`src/rtl/psum_acc_reader.sv`:
```
// Read side of the partial-sum memory: per output pixel, issue the shifted kij
// reads with SFU accumulate control, then present the finished pixel via valid/ready.
module psum_acc_reader #(
  parameter int LEN_KIJ      = 9,
  parameter int LEN_ONIJ     = 16,
  parameter int LEN_NIJ      = 36,
  parameter int A_PAD_NI_DIM = 6,
  parameter int O_NI_DIM     = 4,
  parameter int KI_DIM       = 3,
  parameter int ADDR_BW      = 11
) (
  input  logic                        clk,
  input  logic                        reset,
  input  logic                        start,
  input  logic                        out_ready,
  output logic                        CEN_pmem,
  output logic                        WEN_pmem,
  output logic [ADDR_BW-1:0]          A_pmem,
  output logic                        acc,
  output logic                        acc_clr,
  output logic                        out_valid,
  output logic [$clog2(LEN_ONIJ)-1:0] out_idx,
  output logic                        busy,
  output logic                        done,
  output logic [2:0]                  dbg_state_o
);

  localparam int OW  = $clog2(LEN_ONIJ);
  localparam int JW  = $clog2(LEN_KIJ);
  localparam int ORW = (O_NI_DIM > 1) ? $clog2(O_NI_DIM) : 1;
  localparam int KRW = (KI_DIM > 1) ? $clog2(KI_DIM) : 1;

  localparam logic [OW-1:0]      O_LAST    = OW'(LEN_ONIJ - 1);
  localparam logic [JW-1:0]      J_LAST    = JW'(LEN_KIJ - 1);
  localparam logic [ORW-1:0]     OCOL_LAST = ORW'(O_NI_DIM - 1);
  localparam logic [KRW-1:0]     KCOL_LAST = KRW'(KI_DIM - 1);
  localparam logic [ADDR_BW-1:0] PAD_A     = ADDR_BW'(A_PAD_NI_DIM);
  localparam logic [ADDR_BW-1:0] NIJ_A     = ADDR_BW'(LEN_NIJ);

  typedef enum logic [2:0] {
    S_IDLE   = 3'd0,
    S_CLR    = 3'd1,
    S_READ   = 3'd2,
    S_TAIL   = 3'd3,
    S_SETTLE = 3'd4,
    S_EMIT   = 3'd5,
    S_FIN    = 3'd6
  } state_t;

  state_t state_q, state_d;

  logic [OW-1:0]      o_q, o_d;
  logic [ORW-1:0]     orow_q, orow_d, ocol_q, ocol_d;
  logic [JW-1:0]      j_q, j_d;
  logic [KRW-1:0]     krow_q, krow_d, kcol_q, kcol_d;
  logic [ADDR_BW-1:0] kbase_q, kbase_d;

  logic               cen_d, acc_d, acc_clr_d, out_valid_d, busy_d, done_d;
  logic [ADDR_BW-1:0] addr_d;
  logic [ADDR_BW-1:0] rd_addr;

  // Handshake: a pixel transfers on any posedge where out_valid and out_ready are
  // both high; out_valid/out_idx hold steady until that edge.
  always_ff @(posedge clk) begin
    if (reset) begin
      state_q   <= S_IDLE;
      o_q       <= '0;
      orow_q    <= '0;
      ocol_q    <= '0;
      j_q       <= '0;
      krow_q    <= '0;
      kcol_q    <= '0;
      kbase_q   <= '0;
      CEN_pmem  <= 1'b1;
      A_pmem    <= '0;
      acc       <= 1'b0;
      acc_clr   <= 1'b0;
      out_valid <= 1'b0;
      out_idx   <= '0;
      busy      <= 1'b0;
      done      <= 1'b0;
    end else begin
      state_q   <= state_d;
      o_q       <= o_d;
      orow_q    <= orow_d;
      ocol_q    <= ocol_d;
      j_q       <= j_d;
      krow_q    <= krow_d;
      kcol_q    <= kcol_d;
      kbase_q   <= kbase_d;
      CEN_pmem  <= cen_d;
      A_pmem    <= addr_d;
      acc       <= acc_d;
      acc_clr   <= acc_clr_d;
      out_valid <= out_valid_d;
      out_idx   <= o_d;
      busy      <= busy_d;
      done      <= done_d;
    end
  end

  always_comb begin
    state_d = state_q;
    case (state_q)
      S_IDLE:   if (start) state_d = S_CLR;
      S_CLR:    state_d = S_READ;
      S_READ:   if (j_q == J_LAST) state_d = S_TAIL;
      S_TAIL:   state_d = S_SETTLE;
      S_SETTLE: state_d = S_EMIT;
      S_EMIT:   if (out_ready) state_d = (o_q == O_LAST) ? S_FIN : S_CLR;
      S_FIN:    state_d = S_IDLE;
      default:  state_d = S_IDLE;
    endcase
  end

  // Pixel and kernel walkers; kbase carries j*LEN_NIJ so no multiply by j is needed.
  always_comb begin
    o_d     = o_q;
    orow_d  = orow_q;
    ocol_d  = ocol_q;
    j_d     = j_q;
    krow_d  = krow_q;
    kcol_d  = kcol_q;
    kbase_d = kbase_q;
    if (state_q == S_IDLE && start) begin
      o_d    = '0;
      orow_d = '0;
      ocol_d = '0;
    end
    if (state_q == S_EMIT && out_ready && o_q != O_LAST) begin
      o_d = o_q + OW'(1);
      if (ocol_q == OCOL_LAST) begin
        ocol_d = '0;
        orow_d = orow_q + ORW'(1);
      end else begin
        ocol_d = ocol_q + ORW'(1);
      end
    end
    if (state_d == S_CLR) begin
      j_d     = '0;
      krow_d  = '0;
      kcol_d  = '0;
      kbase_d = '0;
    end
    if (state_q == S_READ && j_q != J_LAST) begin
      j_d     = j_q + JW'(1);
      kbase_d = kbase_q + NIJ_A;
      if (kcol_q == KCOL_LAST) begin
        kcol_d = '0;
        krow_d = krow_q + KRW'(1);
      end else begin
        kcol_d = kcol_q + KRW'(1);
      end
    end
  end

  assign rd_addr = ADDR_BW'(orow_d) * PAD_A + ADDR_BW'(ocol_d)
                 + ADDR_BW'(krow_d) * PAD_A + ADDR_BW'(kcol_d) + kbase_d;

  // Outputs are decoded from the next state so the registered copies line up
  // with the state they describe.
  always_comb begin
    cen_d       = (state_d != S_READ);
    acc_d       = (state_d == S_READ && j_d != '0) || (state_d == S_TAIL);
    acc_clr_d   = (state_d == S_CLR);
    out_valid_d = (state_d == S_EMIT);
    busy_d      = (state_d != S_IDLE) && (state_d != S_FIN);
    done_d      = (state_d == S_FIN);
    addr_d      = (state_d == S_READ) ? rd_addr : A_pmem;
  end

  assign WEN_pmem    = 1'b1;
  assign dbg_state_o = state_q;

endmodule
```
`config.mk`:
```
export PLATFORM = sky130hd
export DESIGN_NAME = psum_acc_reader
export DESIGN_NICKNAME = d
export VERILOG_FILES = /design/src/rtl/psum_acc_reader.sv
export SDC_FILE = /design/constraint.sdc
export NUM_CORES = 1
export LEC_CHECK = 0
export BUFFER_PORTS_ARGS = -buffer_cell sky130_fd_sc_hd__buf_2
export CAP_MARGIN = 15
export CORE_ASPECT_RATIO = 0.5
export CORE_MARGIN = 2
export CORE_UTILIZATION = 54
export CTS_CLUSTER_SIZE = 20
export DETAILED_ROUTE_END_ITERATION = 16
export PLACE_DENSITY = 0.81
export SYNTH_ARGS = -nofsm -noshare
export SYNTH_HDL_FRONTEND = slang
export SYNTH_SLANG_ARGS = --single-unit
```
`constraint.sdc`:
```
create_clock -name clk -period 10.4 [get_ports clk]
set_clock_uncertainty 0.05 [all_clocks]
set_input_delay 3.12 -clock clk [delete_from_list [all_inputs] [get_ports clk]]
set_output_delay 3.12 -clock clk [all_outputs]
set_load 0.005 [all_outputs]
```
==> key figures <==
Outcome
  – Run status: complete, no violations

Synth
  – Netlist Area Pre-Place: 0.00269 mm²
  – Post-synth top flop: dfxtp_1
  – Synth warn: 0
  – Syn_area_per_cell: 8.86 µm²
  – Net Count, Synth: between 300 and 400
  – Number of flops mapped to enable cells by yosys: 0
  – Largest area contributor in the netlist: dfxtp_1
  – Post-synth top cells: dfxtp_1, nor2_1, nand2_1, ha_1, a21oi_1
  – Synth area leaders: dfxtp_1, ha_1, nor2_1
  – Most numerous cell in the Yosys netlist: dfxtp_1
  – Flops & latches, synth: 47
  – Cell count after synthesis: 303
  – Sequential-to-total area share from yosys stat: 35.0%
  – Yosys top cell area share: 35.0%
  – Distinct cell type count after synthesis: 52
  – FFs w/ async S/R, synth: 0%

Global routing
  – First-pass GRT wire length: 9250 µm
  – Vias in the first global route: 1972
  – Final global-route overflow total: 0
  – Largest net degree at the start of global routing: 47
  – Total Routing Usage GR: a little over a fifth
  – Initial antenna violation count: 0

Detailed routing
  – First DRT Iteration DRCs: between 100 and 150
  – 1st-pass router iterations: 5
  – DRC Markers: 0
  – Drt via density: 5.44
  – Routed Antenna Nets: 0
  – Drt wl/cell: 14.0 µm
  – Via count: 2142
  – Drt total wl: 5530 µm

Finish
  – Share of layout cells above drive strength 1: between 10 and 15%
  – Net count reported at finish: 355
  – Fillcell total: 415
  – Final core occ: 60.2%
  – Synth-to-Final Area Change: 9.04%
  – N_diodes: 0

Timing
  – Final worst-path cycle share: approximately 70%
  – Worst relative slew slack: around 45%
  – Setup TNS: 0 ps
  – Minimum clock period: 7080 ps
  – Final Hold Fails: 0
  – Slew at the pin with the worst max-slew slack: 832 ps
  – # setup viols final: 0
  – Max Slew Vio Count: 0
  – Worst setup margin: 3320 ps
  – Fmax: 141 MHz
  – RSZ-0062 raised after global routing: false

Floorplanning
  – Die boundary width: 104 µm
  – Core ar.: 0.00486 mm²
  – Ports: 29
  – Row count: 18
  – Die H: between 50 and 60 µm
  – Die area: 0.00559 mm²
  – Starting Density: 55.2%

Worst setup path
  – Critical path class: in2reg
  – Cell family with most CP delay: compound AO/OA/AOI/OAI gates
  – Worst stage delay on the critical path: 510 ps
  – Crit-path cells: buf_2 > and4b_1 > and2_1 > or2_2 > nor2_2 > a22o_1 > fa_1 > inv_1 > fa_1 > inv_1 > ha_1 > a21o_1 > a221oi_1 > o2bb2ai_1 > xnor2_1 > a211oi_1
  – Slowest-stage cell, CP: fa_1
  – Worst Path Required: around 11000 ps
  – Crit-path max FO: 20
  – Worst Path Buf+Inv: 3
  – CP Data Arrival Time: 7250 ps
  – Critical Path Start Type: input pin
  – Critical path endpoint category: register

Job
  – # Max-Cap Violations: 0

Placed design
  – GP Congestion: 0.840
  – Buffers on Ports: 27
  – DPL Wire Length: 4050 µm
  – Dpl ws: 3040 ps

Clocking
  – Clk slew on worst S/H paths: 90 ps
  – Root Buffer: clkbuf_8
  – Number of gates resized after CTS: 0
  – H-tree Lvls: 2
  – TritonCTS Sinks: 47
  – Clock Path Buffers: 2
  – CTS buffer count: 5
  – Hold-fix buffers, CTS: 0
  – Clock latency on the worst-skew pair: 310 ps
  – CTS tree: built
  – Postcts setup bufs: 0

Worst hold path
  – HP Class: reg2reg

Power and ir drop
  – Cell Pwr Density: 121 mW/mm²
  – P_leak: 1.31 nW
  – Peak supply drop: 0.0000625 V
[state kept, by name, summed over array words and instances (netlist names)]
name	flops
A_pmem	11
CEN_pmem	1
acc	1
acc_clr	1
busy	1
dbg_state_o	3
done	1
j_q	4
kbase_q	11
kcol_q	2
krow_q	2
o_q	4
ocol_q	2
orow_q	2
out_valid	1
[path summary, 6_finish.rpt]
kind / start / to / slack, ps / cells past startpoint
setup / recovery: out_ready / A_pmem[7] / 3320 / 16
hold / removal: A_pmem[0] / A_pmem[0] / 410 / 2
setup reg to reg: dbg_state_o[2] / A_pmem[7] / 5490 / 15
hold reg to reg: A_pmem[0] / A_pmem[0] / 410 / 2
[worst min-delay path, stage by stage, from the launching register on]
cell and delay, ps:
dfxtp_1 320, nand2_1 50, a21oi_1 50
[metal layers]
layer  routed length [µm]  global-route usage, %  vias to the layer above  part of all wire (%)
met5                    0                      0                        -                     0
met3                  211                   3.39                        9                   3.8
met1                 2630                   28.3                      992                    48
met4                   85                   8.11                        0                   1.5
met2                 2600                   36.4                       46                    47
li1                     -                      -                     1095                     -
[logic make-up after synthesis]
group | synth area share [%]
AND/OR/NAND/NOR | 24.5
AO/OA/AOI/OAI | 14.3
flip-flops | 35.0
adder cells (fa/ha/maj) | 14.7
buffers and inverters | 4.15
XOR/XNOR | 4.89
multiplexers | 2.28
other | 0.140
[report_power, final]
part	internal (mW)	total [mW]	switching (mW)
sequential	0.186	0.191	0.00571
clock	0.0482	0.116	0.0681
combinational	0.0176	0.0460	0.0284
[area by class of cell]
cell class	instances	area [µm²]	area share (%)
clock buffer	5	68.8	2.35
clock inverter	3	25.0	0.855
inverter	10	37.5	1.28
multi-input combinational	232	1630	55.8
sequential	47	941	32.1
tap	70	87.6	2.99
timing repair buffer	27	135	4.62
[through the flow]
stage	instances	total power [mW]	hold slack, ps	cell area (µm²)
2_1_floorplan	303	0.230	398	2690
3_3_place_gp	386	0.239	387	2830
3_5_place_dp	386	0.241	404	2830
4_1_cts	394	0.356	417	2930
5_1_grt	394	0.371	456	2930
6_report	394	0.354	411	2930
[cells in the final DEF (no fill, tap or decap), types with 2 or more instances in the layout]
| cell type | netlist | routed |
|---|---|---|
| or2_2 | 3 | 3 |
| nand4_1 | 2 | 2 |
| o21ai_0 | 12 | 12 |
| mux2i_1 | 5 | 5 |
| clkbuf_8 | 0 | 5 |
| nand2b_1 | 3 | 3 |
| a211oi_1 | 8 | 8 |
| a21o_1 | 3 | 3 |
| or3_1 | 3 | 3 |
| inv_1 | 10 | 10 |
| o31a_1 | 3 | 3 |
| nand2_1 | 23 | 23 |
| a21oi_1 | 19 | 19 |
| fa_1 | 6 | 6 |
| clkinv_4 | 0 | 2 |
| and3_1 | 3 | 3 |
| nand3_1 | 7 | 7 |
| nand3b_1 | 4 | 4 |
| nor2_2 | 2 | 2 |
| xor2_1 | 7 | 7 |
| ha_1 | 22 | 22 |
| xnor2_1 | 8 | 8 |
| nor3b_1 | 2 | 2 |
| a221oi_1 | 2 | 2 |
| and2_1 | 2 | 2 |
| o21a_1 | 3 | 3 |
| dfxtp_1 | 47 | 47 |
| nor3_1 | 11 | 11 |
| a22o_1 | 2 | 2 |
| buf_2 | 2 | 27 |
| nor2_1 | 41 | 41 |
| nor2b_1 | 8 | 8 |
Power figures use the tool's default switching activity.
